==> config.mk <==
export PLATFORM = sky130hd
export DESIGN_NAME = quad_gen_flat
export DESIGN_NICKNAME = d
export VERILOG_FILES = /design/src/rtl/quad_gen_pkg.sv /design/src/rtl/quad_gen_if.sv /design/src/rtl/quad_gen_phase_timer.sv /design/src/rtl/quad_gen.sv /design/src/flat_wrapper.sv
export SDC_FILE = /design/constraint.sdc
export NUM_CORES = 1
export LEC_CHECK = 0
export BUFFER_PORTS_ARGS = -buffer_cell sky130_fd_sc_hd__buf_4
export CAP_MARGIN = 20
export CORE_UTILIZATION = 45
export DETAILED_ROUTE_END_ITERATION = 10
export PLACE_DENSITY_LB_ADDON = 0.25
export SYNTH_ARGS = -nofsm -noshare
export SYNTH_HDL_FRONTEND = slang
export SYNTH_SLANG_ARGS = --single-unit
==> constraint.sdc <==
create_clock -name clk -period 7.08 [get_ports clk]
set_input_delay 1.416 -clock clk [delete_from_list [all_inputs] [get_ports clk]]
set_output_delay 1.416 -clock clk [all_outputs]
set_load 0.02 [all_outputs]
==> src/rtl/quad_gen_pkg.sv <==
// rtl/quad_gen_pkg.sv - shared states, phase patterns and defaults for quad_gen
package quad_gen_pkg;

  typedef enum logic [2:0] {IDLE, PH1, PH2, PH3, PH4} state_t;

  localparam int DEFAULT_MODULUS   = 24;
  localparam int DEFAULT_PHASE_DIV = 1000;

  // {A,B} per phase; PH4 is always the detent rest pattern
  localparam logic [1:0] AB_REST    = 2'b11;
  localparam logic [1:0] AB_INC_PH1 = 2'b01;
  localparam logic [1:0] AB_INC_PH2 = 2'b00;
  localparam logic [1:0] AB_INC_PH3 = 2'b10;
  localparam logic [1:0] AB_DEC_PH1 = 2'b10;
  localparam logic [1:0] AB_DEC_PH2 = 2'b00;
  localparam logic [1:0] AB_DEC_PH3 = 2'b01;

  function automatic logic [1:0] phase_ab(input logic dir, input state_t st);
    logic [1:0] ab;
    ab = AB_REST;
    case (st)
      PH1:     ab = dir ? AB_INC_PH1 : AB_DEC_PH1;
      PH2:     ab = dir ? AB_INC_PH2 : AB_DEC_PH2;
      PH3:     ab = dir ? AB_INC_PH3 : AB_DEC_PH3;
      default: ab = AB_REST;
    endcase
    return ab;
  endfunction

endpackage

==> src/rtl/quad_gen_if.sv <==
// rtl/quad_gen_if.sv - command and quadrature output bundle for quad_gen
interface quad_gen_if;

  logic       cmd_valid;
  logic       cmd_ready;
  logic       cmd_dir;
  logic [5:0] cmd_steps;
  logic       stop;
  logic       quadA;
  logic       quadB;
  logic       busy;
  logic [5:0] position;

  modport master (
    output cmd_valid, cmd_dir, cmd_steps, stop,
    input  cmd_ready, quadA, quadB, busy, position
  );

  modport slave (
    input  cmd_valid, cmd_dir, cmd_steps, stop,
    output cmd_ready, quadA, quadB, busy, position
  );

endinterface

==> src/rtl/quad_gen_phase_timer.sv <==
// rtl/quad_gen_phase_timer.sv - PHASE_DIV-cycle down-counter with expire pulse
module quad_gen_phase_timer #(
  parameter int PHASE_DIV = 1000
) (
  input  logic clk,
  input  logic rst_n,
  input  logic load,
  input  logic run,
  output logic expire
);

  localparam int W = (PHASE_DIV > 1) ? $clog2(PHASE_DIV) : 1;

  logic [W-1:0] cnt;

  always_ff @(posedge clk) begin
    if (!rst_n) begin
      cnt <= '0;
    end else if (load) begin
      cnt <= W'(PHASE_DIV - 1);
    end else if (cnt != '0) begin
      cnt <= cnt - W'(1);
    end
  end

  // Reload coincides with expiry, so this is high for one cycle per phase
  assign expire = run && (cnt == '0);

endmodule

==> src/rtl/quad_gen.sv <==
// rtl/quad_gen.sv - quadrature A/B step generator with modulo detent position
module quad_gen
  import quad_gen_pkg::*;
#(
  parameter int PHASE_DIV = DEFAULT_PHASE_DIV,
  parameter int MODULUS   = DEFAULT_MODULUS
) (
  input  logic       clk,
  input  logic       rst_n,
  quad_gen_if.slave  bus
);

  state_t     state, state_next;
  logic       dir_q, dir_next;
  logic [5:0] remaining, remaining_next;
  logic       stop_pend, stop_pend_next;
  logic [5:0] pos_q, pos_next;
  logic [1:0] ab_q, ab_next;
  logic       accept;
  logic       timer_load;
  logic       expire;

  assign accept = (state == IDLE) && bus.cmd_valid && (bus.cmd_steps != 6'd0);

  quad_gen_phase_timer #(.PHASE_DIV(PHASE_DIV)) u_timer (
    .clk    (clk),
    .rst_n  (rst_n),
    .load   (timer_load),
    .run    (state != IDLE),
    .expire (expire)
  );

  always_ff @(posedge clk) begin
    if (!rst_n) begin
      state     <= IDLE;
      dir_q     <= 1'b0;
      remaining <= 6'd0;
      stop_pend <= 1'b0;
      pos_q     <= 6'd0;
      ab_q      <= AB_REST;
    end else begin
      state     <= state_next;
      dir_q     <= dir_next;
      remaining <= remaining_next;
      stop_pend <= stop_pend_next;
      pos_q     <= pos_next;
      ab_q      <= ab_next;
    end
  end

  always_comb begin
    state_next     = state;
    dir_next       = dir_q;
    remaining_next = remaining;
    pos_next       = pos_q;
    timer_load     = 1'b0;

    case (state)
      IDLE: begin
        if (accept) begin
          dir_next       = bus.cmd_dir;
          remaining_next = bus.cmd_steps;
          state_next     = PH1;
          timer_load     = 1'b1;
        end
      end
      PH1: begin
        if (expire) begin
          state_next = PH2;
          timer_load = 1'b1;
          // Position moves on the counted edge, which is the PH2 entry
          if (dir_q) begin
            pos_next = (pos_q == 6'(MODULUS - 1)) ? 6'd0 : pos_q + 6'd1;
          end else begin
            pos_next = (pos_q == 6'd0) ? 6'(MODULUS - 1) : pos_q - 6'd1;
          end
        end
      end
      PH2: begin
        if (expire) begin
          state_next = PH3;
          timer_load = 1'b1;
        end
      end
      PH3: begin
        if (expire) begin
          state_next = PH4;
          timer_load = 1'b1;
        end
      end
      PH4: begin
        if (expire) begin
          remaining_next = remaining - 6'd1;
          if ((remaining_next == 6'd0) || stop_pend) begin
            state_next = IDLE;
          end else begin
            state_next = PH1;
            timer_load = 1'b1;
          end
        end
      end
      default: state_next = IDLE;
    endcase

    stop_pend_next = (state_next != IDLE) &&
                     (stop_pend || ((state != IDLE) && bus.stop));
    ab_next        = phase_ab(dir_next, state_next);
  end

  assign bus.quadA     = ab_q[1];
  assign bus.quadB     = ab_q[0];
  assign bus.busy      = (state != IDLE);
  assign bus.cmd_ready = (state == IDLE);
  assign bus.position  = pos_q;

endmodule

==> src/flat_wrapper.sv <==
// flat-port wrapper written by rule: the top's interface ports become plain ports
module quad_gen_flat import quad_gen_pkg::*;
#(
  parameter int PHASE_DIV = DEFAULT_PHASE_DIV,
  parameter int MODULUS   = DEFAULT_MODULUS
)
  (clk, rst_n, bus_cmd_valid, bus_cmd_dir, bus_cmd_steps, bus_stop, bus_cmd_ready, bus_quadA, bus_quadB, bus_busy, bus_position);
  quad_gen_if bus_i ();
  input  logic clk;
  input  logic rst_n;
  input wire logic [$bits(bus_i.cmd_valid)-1:0] bus_cmd_valid;
  input wire logic [$bits(bus_i.cmd_dir)-1:0] bus_cmd_dir;
  input wire logic [$bits(bus_i.cmd_steps)-1:0] bus_cmd_steps;
  input wire logic [$bits(bus_i.stop)-1:0] bus_stop;
  output wire logic [$bits(bus_i.cmd_ready)-1:0] bus_cmd_ready;
  output wire logic [$bits(bus_i.quadA)-1:0] bus_quadA;
  output wire logic [$bits(bus_i.quadB)-1:0] bus_quadB;
  output wire logic [$bits(bus_i.busy)-1:0] bus_busy;
  output wire logic [$bits(bus_i.position)-1:0] bus_position;
  assign bus_i.cmd_valid = bus_cmd_valid;
  assign bus_i.cmd_dir = bus_cmd_dir;
  assign bus_i.cmd_steps = bus_cmd_steps;
  assign bus_i.stop = bus_stop;
  assign bus_cmd_ready = bus_i.cmd_ready;
  assign bus_quadA = bus_i.quadA;
  assign bus_quadB = bus_i.quadB;
  assign bus_busy = bus_i.busy;
  assign bus_position = bus_i.position;
  quad_gen #(.PHASE_DIV(PHASE_DIV), .MODULUS(MODULUS)) u_core (.clk(clk), .rst_n(rst_n), .bus(bus_i));
endmodule
After elaboration in Yosys (flattened, before gate mapping)
Cells that the tools add are included.

storage, ports and cells
  logic and storage cells = 69
  register bits = 29
  output and inout port bits = 10
  bits of input ports = 11

cells by class
  bitwise operators = 1
  $add $sub $neg = 4
  equal/unequal tests = 10
  muxes and demuxes = 25
  reduce and logical (&&, ||, !) cells = 21

operators with widths
  kind                     count
  $mux W6                  5
  $mux W10                 2
  $mux W3                  5
  $pmux W3 S5              1
  $eq A3 B2 Y1 const B     4
  $logic_not A6 Y1         2
  $pmux W6 S2              1
  $sub A6 B1 Y6 const B    2
  $logic_not A10 Y1        1
  $reduce_bool A10 Y1      1
  $sub A10 B1 Y10 const B  1
  $mux W1                  7
  $add A6 B1 Y6 const B    1
  $eq A3 B1 Y1 const B     2
  $eq A6 B5 Y1 const B     1
  $pmux W2 S3              1
  $reduce_bool A3 Y1       2
  $reduce_bool A6 Y1       1
  $logic_and A1 B1 Y1      5
  $mux W2                  2
  $ne A2 B1 Y1 const B     2
  $reduce_bool A2 Y1       2
  $eq A3 B3 Y1 const B     1
  $logic_not A3 Y1         1
  7 further kinds          8

Depth between registers and ports, before layout
Gate-level depths: netlist of run 1.

  depth after elaboration = 8
  gate-level depth with buffers = 9
  gate-level depth less buffers = 7

By module
A second synthesis of run 1 with hierarchy kept.

unflattened totals
  cells, all modules = 227
  area total of the unflattened synthesis = 1850.5 um^2

by module, submodules not included
  module                times used  cells each  area an instance (um^2)  seq. area each (um^2)
  quad_gen              1           169         1307.5                   380.4
  quad_gen_phase_timer  1           58          543.0                    200.2

Least setup slack after synthesis of run 1
No wires, ideal clock.

  kind = in2reg
  from = in bus_cmd_steps[1]
  to = reg u_core.ab_q[0]
  data arrival time = 3049 ps
  path buffers = 0
  slack = 3890 ps
  required time = 6939 ps
  stages = 5
  setup time = 141 ps
  path through = or4_1 o311ai_4 mux2_2 a2111oi_0 a221oi_1

between the ends
  cells in the longest elaborated chain, start to end = 6
  elaborated cells between the ends (all ways) = 12
  classes of those cells = eq/ne (3); mux (7); reduce/logical (2)

ends and longest elaborated chain
  element                                        RTL line            source
  from (decl)                                    flat_wrapper.sv:13  input wire logic [$bits(bus_i.cmd_steps)-1:0] bus_cmd_steps;
  $reduce_bool A6 Y1 *                           quad_gen.sv:23      assign accept = (state == IDLE) && bus.cmd_valid && (bus.cmd_steps != 6'd0);
  $logic_and A1 B1 Y1 *                          quad_gen.sv:23
  $mux W3 / $mux W1 (equally long branches)      quad_gen.sv:60      if (accept) begin
  $pmux W3 S5 / $mux W1 (equally long branches)  quad_gen.sv:58      case (state)
  $eq A3 B2 Y1, or another cell as far along     quad_gen_pkg.sv:21  case (st)
  $pmux W2 S3 *                                  quad_gen_pkg.sv:21
  to (signal assigned)                           quad_gen.sv:47      ab_q <= ab_next;
  to (decl)                                      quad_gen.sv:18      logic [1:0] ab_q, ab_next;

Mark *: on every way between the ends. The rest lies on a longest branch, timed or not.
A chain may end at the register's enable or synchronous reset.

Worst setup path after layout of run 1
Same ends and word-level chain as after synthesis.

==> results of run 1 <==
[flip-flops by register name, summed over array words and instances (netlist names)]
signal,flops
u_core.state,3
u_core.bus.position,6
u_core.dir_q,1
u_core.stop_pend,1
u_core.u_timer.cnt,10
u_core.remaining,6
u_core.ab_q,2
[metrics by stage]
stage	util (%)	setup WS [ns]	hold slack [ns]	total power [mW]
3_5_place_dp	52.6	3.65	0.465	0.316
6_report	55.3	3.92	0.479	0.467
3_3_place_gp	52.6	3.71	0.482	0.315
5_1_grt	55.3	3.81	0.512	0.494
2_1_floorplan	-	3.89	0.441	0.287
4_1_cts	55.3	3.93	0.477	0.470
[Yosys cell counts (3+ instances only)]
cell and count:
o21ai_0 14, nor2_1 18, a21oi_1 27, ha_1 7, xnor2_1 6, xor2_1 5
mux2i_1 3, clkbuf_1 9, inv_1 9, and2_1 6, nand4_1 3, nor3_1 8
o31ai_1 3, or3_1 4, nand2_1 21, nor3b_1 3, dfxtp_1 29, and3_1 3
nand3_1 6, nand2b_1 6
[final cells by class]
cell class / instances / area [sq um] / share of cell area (%)
sequential: 29 / 581 / 27.9
inverter: 9 / 33.8 / 1.62
tap: 48 / 60.1 / 2.88
clock inverter: 1 / 5.00 / 0.240
timing repair buffer: 20 / 150 / 7.20
clock buffer: 7 / 96.3 / 4.62
multi-input combinational: 181 / 1160 / 55.6
[layer usage]
layer,routed length (um),vias to the layer above
met4,55,0
met3,148,6
li1,-,865
met1,2150,799
met2,1810,27
met5,0,-
[critical path, delay by kind of cell]
family,cells,cell delay (ns)
compound gates,3,0.85
simple gates,1,0.56
buf+inv,1,0.11
mux,1,0.38
[cells by family after synthesis]
family / Yosys count / share of synthesized area, %
mux: 4 / 2.27
buf+inv: 21 / 4.53
compound gates: 65 / 22.7
flops: 29 / 31.9
xor+xnor: 11 / 5.29
simple gates: 94 / 28.5
fa+ha+maj: 7 / 4.81
[worst min path at each step]
stage	to	startpoint	slack [ns]
global placement	u_core.remaining[2]	u_core.remaining[2]	0.48
CTS	u_core.remaining[1]	u_core.remaining[1]	0.48
floorplan	u_core.remaining[1]	u_core.remaining[1]	0.44
finish	u_core.remaining[1]	u_core.remaining[1]	0.48
detailed placement	u_core.remaining[1]	u_core.remaining[1]	0.46
global route	u_core.remaining[1]	u_core.remaining[1]	0.51
[layout by cell type, fill, tap and decap left out, types with 2 or more instances in the layout]
| cell type | n |
|---|---|
| nor4_1 | 2 |
| inv_1 | 9 |
| nor2b_1 | 2 |
| nand3_1 | 6 |
| o21ai_1 | 2 |
| nand4_1 | 3 |
| clkbuf_8 | 7 |
| a21oi_1 | 27 |
| nand2_1 | 21 |
| a221oi_1 | 2 |
| and3_1 | 3 |
| xnor2_1 | 6 |
| ha_1 | 7 |
| buf_4 | 20 |
| o31ai_1 | 3 |
| mux2i_1 | 3 |
| or3_1 | 4 |
| o21ai_0 | 14 |
| xor2_1 | 5 |
| nor2_1 | 18 |
| and2_1 | 6 |
| nor3b_1 | 3 |
| nand2b_1 | 6 |
| dfxtp_1 | 29 |
| nand4b_1 | 2 |
| or3b_2 | 2 |
| a31oi_1 | 2 |
| nor3_1 | 8 |
| a22o_1 | 2 |
[power by group]
part / total, mW / switching, mW / internal, mW
Clock: 0.153 / 0.0657 / 0.0878
Sequential: 0.199 / 0.0196 / 0.179
Combinational: 0.115 / 0.0636 / 0.0512
Total: 0.467 / 0.149 / 0.318
==> metrics.yaml, run 1 <==
status: "finished clean"
io_pins: 21
slew_violations: 0
ir_drop_mv: 0.144
fp.dieArea_sq_um: 4310
endpoint_kind: "flop"
clkTransAtPathRegs_ns: 0.07
vias_per_cell: 5.75
placed_area_sq_um: 1980
crit_arrival_ns: 3.31
fin_setup_tns_ns: 0
finalNonFillerCells: 295
track_usage_pct: 21.5
crit_chain: "buf_4, or4_1, o311ai_4, mux2_2, a2111oi_0, a221oi_1"
drt_wl_total_um: 4170
synth_cells: 231
min_period_over_period_pct: 44.6
gr-usage-met2_pct: 31.3
rows: 22
path_max_fanout: 6
synth_ff_type: "dfxtp_1"
start_util_pct: 48.3
routabilityCongestion: 0.861
finalSetupViolations: 0
reg2reg_slack_ns: 4.76
hpwl_um: 2900
yosysTopAreaCellShare_pct: 31.9
crit_required_ns: 7.23
period_minus_slack_ns: 3.16
cts_sinks: 29
cts_tree: "built"
synth_area_sq_um: 1820
fillers: 363
cts_hold_buf: 0
max_freq_mhz: 317
drive_above_1_share_pct: 14.6
cts_resized: 0
avgSynthCellArea_sq_um: 7.89
synth_edf_count: 0
numCtsBuffers: 5
synth_seq_cells: 29
cts_buffer_depth: 2
final.setup_skew_ns: 0.00985
p_per_area_nw_per_um2: 224
r2r-start: "u_core.u_timer.cnt[0]"
yosysWarnings: 0
dp.cells: 287
cp-start-kind: "primary input"
reg2reg_depth: 7
met3_usage_pct: 4.69
cts_root_buffer: "clkbuf_8"
synth_top_area_cell: "dfxtp_1"
synth_cell_types: 52
post_cts.repair.setup_buffers: 0
grt.busiest_layer: "met2"
syn_nets: 249
final_area_sq_um: 2080
ant_nets: 0
antenna_found_initial: 0
areaGrowthSynthToFinish_pct: 14.4
tightest_slew_ns: 0.868
hp-class: "flop to flop"
worstReg2RegEnd: "u_core.bus.position[5]"
htreeDepth: 2
clock_latency_ns: 0.29
leakage_nw: 0.818
slew-limit-headroom_pct: 42.0
numPortBuffers: 20
coreArea_sq_um: 3770
max_stage_delay_ns: 0.56
startpoint: "bus_cmd_steps[1]"
insertedDiodeCount: 0
synth_area_leaders: "dfxtp_1, a21oi_1, ha_1, nand2_1, o21ai_0"
hold_violations: 0
dr.first_iter.drc_count: 81
die_h_um: 65.6
route.detailed.wl_per_inst_um: 14.1
rsz0062_at_grt: "false"
finalNetCount: 264
critPathSlowestCell: "or4_1"
grt-ovfl-total: 0
ys_seq_area_share_pct: 31.9
cap_violations: 0
die_w_um: 65.6
grt_max_degree: 24
async_reset_ff_share_pct: 0
grt_pass1_wl_um: 7200
vias: 1697
endpoint: "u_core.ab_q[0]"
worstSetupPathType: "primary input to flop"
drtPass1Iterations: 4
use_met1_pct: 30.3
drc: 0
hold_depth: 2
grt_pass1_vias: 1556
No activity file was read; power rests on OpenSTA's default activity.
==> run 2, diff against run 1 <==
clock period = 3.31 ns   (was 7.08 ns; I/O delays follow)
==> run 2 against run 1 <==
Effect of this change: total power is 130% higher; non-clock buffer count is 1 higher; die area stayed put; clock power rose by 150%; utilization is 0.60 points higher; largest power group unchanged.
==> metrics.yaml, run 2 (synthesized netlist as in run 1, its figures left out) <==
ant_nets: 0
grt_max_degree: 17
fin_ws_ns: 0.916
cts_buffer_depth: 2
slew_violations: 0
critPathBufInv: 1
cts_tree: "built"
leakage_nw: 0.827
register_area_sq_um: 581
finalSetupViolations: 0
die_h_um: 65.6
dr.first_iter.drc_count: 64
areaGrowthSynthToFinish_pct: 15.7
io_pins: 21
fp.dieArea_sq_um: 4310
cts_root_buffer: "clkbuf_8"
track_usage_pct: 21.9
largest_reg_flops: 10
route.detailed.wl_per_inst_um: 14.5
crit_required_ns: 3.46
path_max_fanout: 6
grt_pass1_wl_um: 7180
hp-class: "flop to flop"
vias_per_cell: 5.78
numCtsBuffers: 5
p_per_area_nw_per_um2: 501
min_period_over_period_pct: 72.3
place_ws_ns: 0.631
cap_violations: 0
antenna_found_initial: 0
tightest_slew_ns: 0.803
fin_setup_tns_ns: 0
htreeDepth: 2
post_cts.repair.setup_buffers: 0
clock_latency_ns: 0.28
rsz0062_at_grt: "false"
cts_sinks: 29
crit_arrival_ns: 2.54
cp-start-kind: "primary input"
drc: 0
rows: 22
final.setup_skew_ns: 0.00768
cts_hold_buf: 0
crit_chain: "buf_4, or4_1, o311ai_4, mux2_2, a2111oi_0, a221oi_1"
routabilityCongestion: 0.864
drtPass1Iterations: 4
ir_drop_mv: 0.332
vias: 1712
max_freq_mhz: 418
crit_family: "compound AO/OA/AOI/OAI gates"
die_w_um: 65.6
fillers: 346
critPathSlowestCell: "or4_1"
hpwl_um: 3060
multi_input_area_sq_um: 1160
coreArea_sq_um: 3770
grt_pass1_vias: 1534
insertedDiodeCount: 0
hold_violations: 0
period_minus_slack_ns: 2.39
slew-limit-headroom_pct: 46.4
regMostFlops: "u_core.u_timer.cnt"
final_cell_mix: "dfxtp_1, a21oi_1, nand2_1, buf_4, nor2_1"
cts_resized: 0
numPortBuffers: 20
drive_above_1_share_pct: 14.5
finalNetCount: 265
clkTransAtPathRegs_ns: 0.06
drt_wl_total_um: 4280
start_util_pct: 48.3
endpoint_kind: "flop"
worstSetupPathType: "primary input to flop"
layout_commonest_cell: "dfxtp_1"
status: "finished clean"
grt-ovfl-total: 0
max_stage_delay_ns: 0.57
## run 2: cell types whose count changed in the layout (fill, tap and decap cells not counted), sizes merged
cell,previous run,this run
buf,20,21
clkinv,1,0
bufinv,0,1
## run 2: metrics by stage
step,hold slack (ns),util [%],total power [mW],instances,instance area [sq um]
after floorplan,0.441,-,0.614,231,1820
final,0.492,55.9,1.05,296,2110
after global routing,0.535,55.9,1.11,296,2110
after CTS,0.494,55.9,1.06,296,2110
after detailed placement,0.483,52.8,0.680,288,1990
after global placement,0.480,52.8,0.675,288,1990
## run 2: worst reg2reg max path: stages (launching register included)
cell     delay, ns
dfxtp_1       0.33
inv_1         0.12
ha_1          0.19
nor2b_1       0.28
nand3_2       0.30
or3_1         0.56
or3_1         0.38
a21oi_1       0.14
## run 2: layer usage
layer | share of wire [%] | wire length [um] | vias up | global-route usage, %
met4 | 1.0 | 44 | 0 | 10.1
met2 | 45 | 1930 | 40 | 29.6
met5 | 0 | 0 | - | 0
met3 | 4.9 | 208 | 4 | 5.03
li1 | - | - | 867 | -
met1 | 49 | 2100 | 801 | 32.1
## run 2: worst paths after layout
| kind | startpoint | end | slack [ns] | cells after the start |
|---|---|---|---|---|
| worst max-delay path | bus_cmd_steps[1] | u_core.ab_q[0] | 0.92 | 6 |
| worst min-delay path | u_core.remaining[5] | u_core.remaining[5] | 0.49 | 2 |
| worst max register to register | u_core.u_timer.cnt[0] | u_core.bus.position[5] | 0.94 | 7 |
| worst min register to register | u_core.remaining[5] | u_core.remaining[5] | 0.49 | 2 |
## run 2: layout make-up
class / count / area share, %
Inverter: 9 / 1.60
Tap cell: 48 / 2.85
Clock buffer: 7 / 4.10
Multi-Input combinational cell: 181 / 55.0
Sequential cell: 29 / 27.6
Clock inverter: 1 / 1.43
Timing Repair Buffer: 21 / 7.48
## run 2: where the power goes
group,leakage [nW],total [mW],switching (mW),internal [mW]
Combinational,0.530,0.249,0.138,0.111
Sequential,0.238,0.426,0.0420,0.384
Clock,0.0585,0.381,0.135,0.245
==> run 3, diff against run 2 <==
clock period = 2.4 ns   (was 3.31 ns; I/O delays follow)
==> run 3 against run 2 <==
Effect of this change: clock power is 6.0% higher; sequential cell count stayed put; cell area is 1.8% higher; via count is 0.47% higher; first-iteration DRC count is 45% higher; global-route usage is 1.0 points lower; sequential share of layout area is 0.50 points lower; sequential power is 37% higher; largest power group unchanged; non-clock buffer count is 8 higher; clock-buffer cell count stayed put; critical path type is now flop to flop; combinational power is 44% higher; largest cell class unchanged; worst hold slack worse by 0.017 ns.
==> metrics.yaml, run 3 (synthesized netlist as in run 1, its figures left out) <==
status: "finished clean"
insertedDiodeCount: 0
endpoint_kind: "flop"
clock_latency_ns: 0.28
cp-start-kind: "flop"
regMostFlops: "u_core.u_timer.cnt"
drt_wl_total_um: 4210
coreArea_sq_um: 3770
endpoint: "u_core.ab_q[0]"
final_cell_mix: "buf_4, dfxtp_1, a21oi_1, nand2_1, nor2_1"
slew_violations: 0
whs_ns: 0.474
die_h_um: 65.6
leakage_nw: 0.850
hold_violations: 0
p_per_area_nw_per_um2: 629
final_core_util_pct: 56.9
fp.dieArea_sq_um: 4310
clkTransAtPathRegs_ns: 0.06
ant_nets: 0
path_max_fanout: 6
cts_hold_buf: 0
largest_reg_flops: 10
drtPass1Iterations: 6
min_period_over_period_pct: 88.0
clkPwrFrac_pct: 30.0
numPortBuffers: 20
track_usage_pct: 20.9
p_int_uw: 921
grt_pass1_wl_um: 6910
cap_violations: 0
startpoint: "u_core.u_timer.cnt[0]"
cts_sinks: 29
io_pins: 21
seqPwrFrac_pct: 43.4
drc: 0
fillers: 346
cts_tree: "built"
comb_power_share_pct: 26.6
crit_arrival_ns: 2.25
routabilityCongestion: 0.847
drive_above_1_share_pct: 17.6
crit_chain: "inv_1, ha_1, nor2b_1, and3_2, o311ai_2, a2111oi_0, a221oi_1"
rsz0062_at_grt: "false"
cts_root_buffer: "clkbuf_8"
route.detailed.wl_per_inst_um: 13.9
numCtsBuffers: 5
grt_pass1_vias: 1509
r2r-start: "u_core.u_timer.cnt[0]"
cts_buffer_depth: 2
hpwl_um: 3020
start_util_pct: 48.3
period_minus_slack_ns: 2.11
reg2reg_slack_ns: 0.29
htreeDepth: 2
swShare_pct: 31.7
antenna_found_initial: 0
areaGrowthSynthToFinish_pct: 17.8
fin_ws_ns: 0.288
tightest_slew_ns: 0.577
slew-limit-headroom_pct: 61.1
die_w_um: 65.6
max_stage_delay_ns: 0.47
final.setup_skew_ns: 0.00242
p_sw_uw: 428
rows: 22
vias_per_cell: 5.68
hp-class: "flop to flop"
grt_max_degree: 17
dp.cells: 296
max_freq_mhz: 474
crit_required_ns: 2.54
critPathSlowestCell: "a2111oi_0"
grt-ovfl-total: 0
ir_drop_mv: 0.364
worstReg2RegEnd: "u_core.ab_q[0]"
dr.first_iter.drc_count: 93
fin_setup_tns_ns: 0
worstSetupPathType: "flop to flop"
final_area_sq_um: 2150
placed_area_sq_um: 2050
reg2reg_depth: 7
vias: 1720
finalNonFillerCells: 303
finalSetupViolations: 0
place_ws_ns: -0.0149
finalNetCount: 273
finalPower_mw: 1.35
-- run 3: cell types whose count changed in the layout (fill, tap and decap cells not counted), sizes merged --
| cell | previous run | this run |
|---|---|---|
| bufinv | 1 | 0 |
| buf | 21 | 29 |
-- run 3: cell type report --
class / count / area (sq um) / share of cell area (%)
inverters: 9 / 33.8 / 1.57
well taps: 48 / 60.1 / 2.80
repair buffers: 29 / 218 / 10.1
multi-input cells: 181 / 1170 / 54.4
flip-flops and latches: 29 / 581 / 27.1
clock buffers: 7 / 86.3 / 4.02
-- run 3: how the worst min path moves through the flow --
stage	slack [ns]	cells past startpoint	end	startpoint
5_1_grt	0.50	3	u_core.bus.position[4]	rst_n
2_1_floorplan	0.44	2	u_core.remaining[1]	u_core.remaining[1]
4_1_cts	0.48	2	u_core.remaining[1]	u_core.remaining[1]
6_report	0.47	2	u_core.remaining[1]	u_core.remaining[1]
3_5_place_dp	0.47	2	u_core.remaining[1]	u_core.remaining[1]
3_3_place_gp	0.46	2	u_core.remaining[1]	u_core.remaining[1]
-- run 3: metal layers --
metal	vias to the layer above	routed length (um)	global-route usage (%)
met2	27	1950	31.6
met4	0	13	7.07
met3	2	141	5.03
met5	-	0	0
li1	878	-	-
met1	813	2100	28.6
-- run 3: repair_timing --
item                                   CTS  global route
gates resized for setup                  0             2
endpoints found under the hold margin    0             0
setup endpoints to repair                0             1
buffers inserted                         0             0
-- run 3: worst max-delay path: cells and delay by family (launching register included) --
family,cells,cell delay [ns]
adder cells (fa/ha/maj),1,0.18
AO/OA/AOI/OAI,3,0.76
flip-flops,1,0.32
AND/OR/NAND/NOR,2,0.60
buffers and inverters,1,0.11
-- run 3: power groups by stage --
stage,registers [mW],logic [mW],clock network (mW)
after global placement,0.595,0.351,0
after global routing,0.593,0.397,0.438
final,0.585,0.359,0.404
after detailed placement,0.595,0.355,0
after floorplan,0.586,0.260,0
after CTS,0.585,0.358,0.415
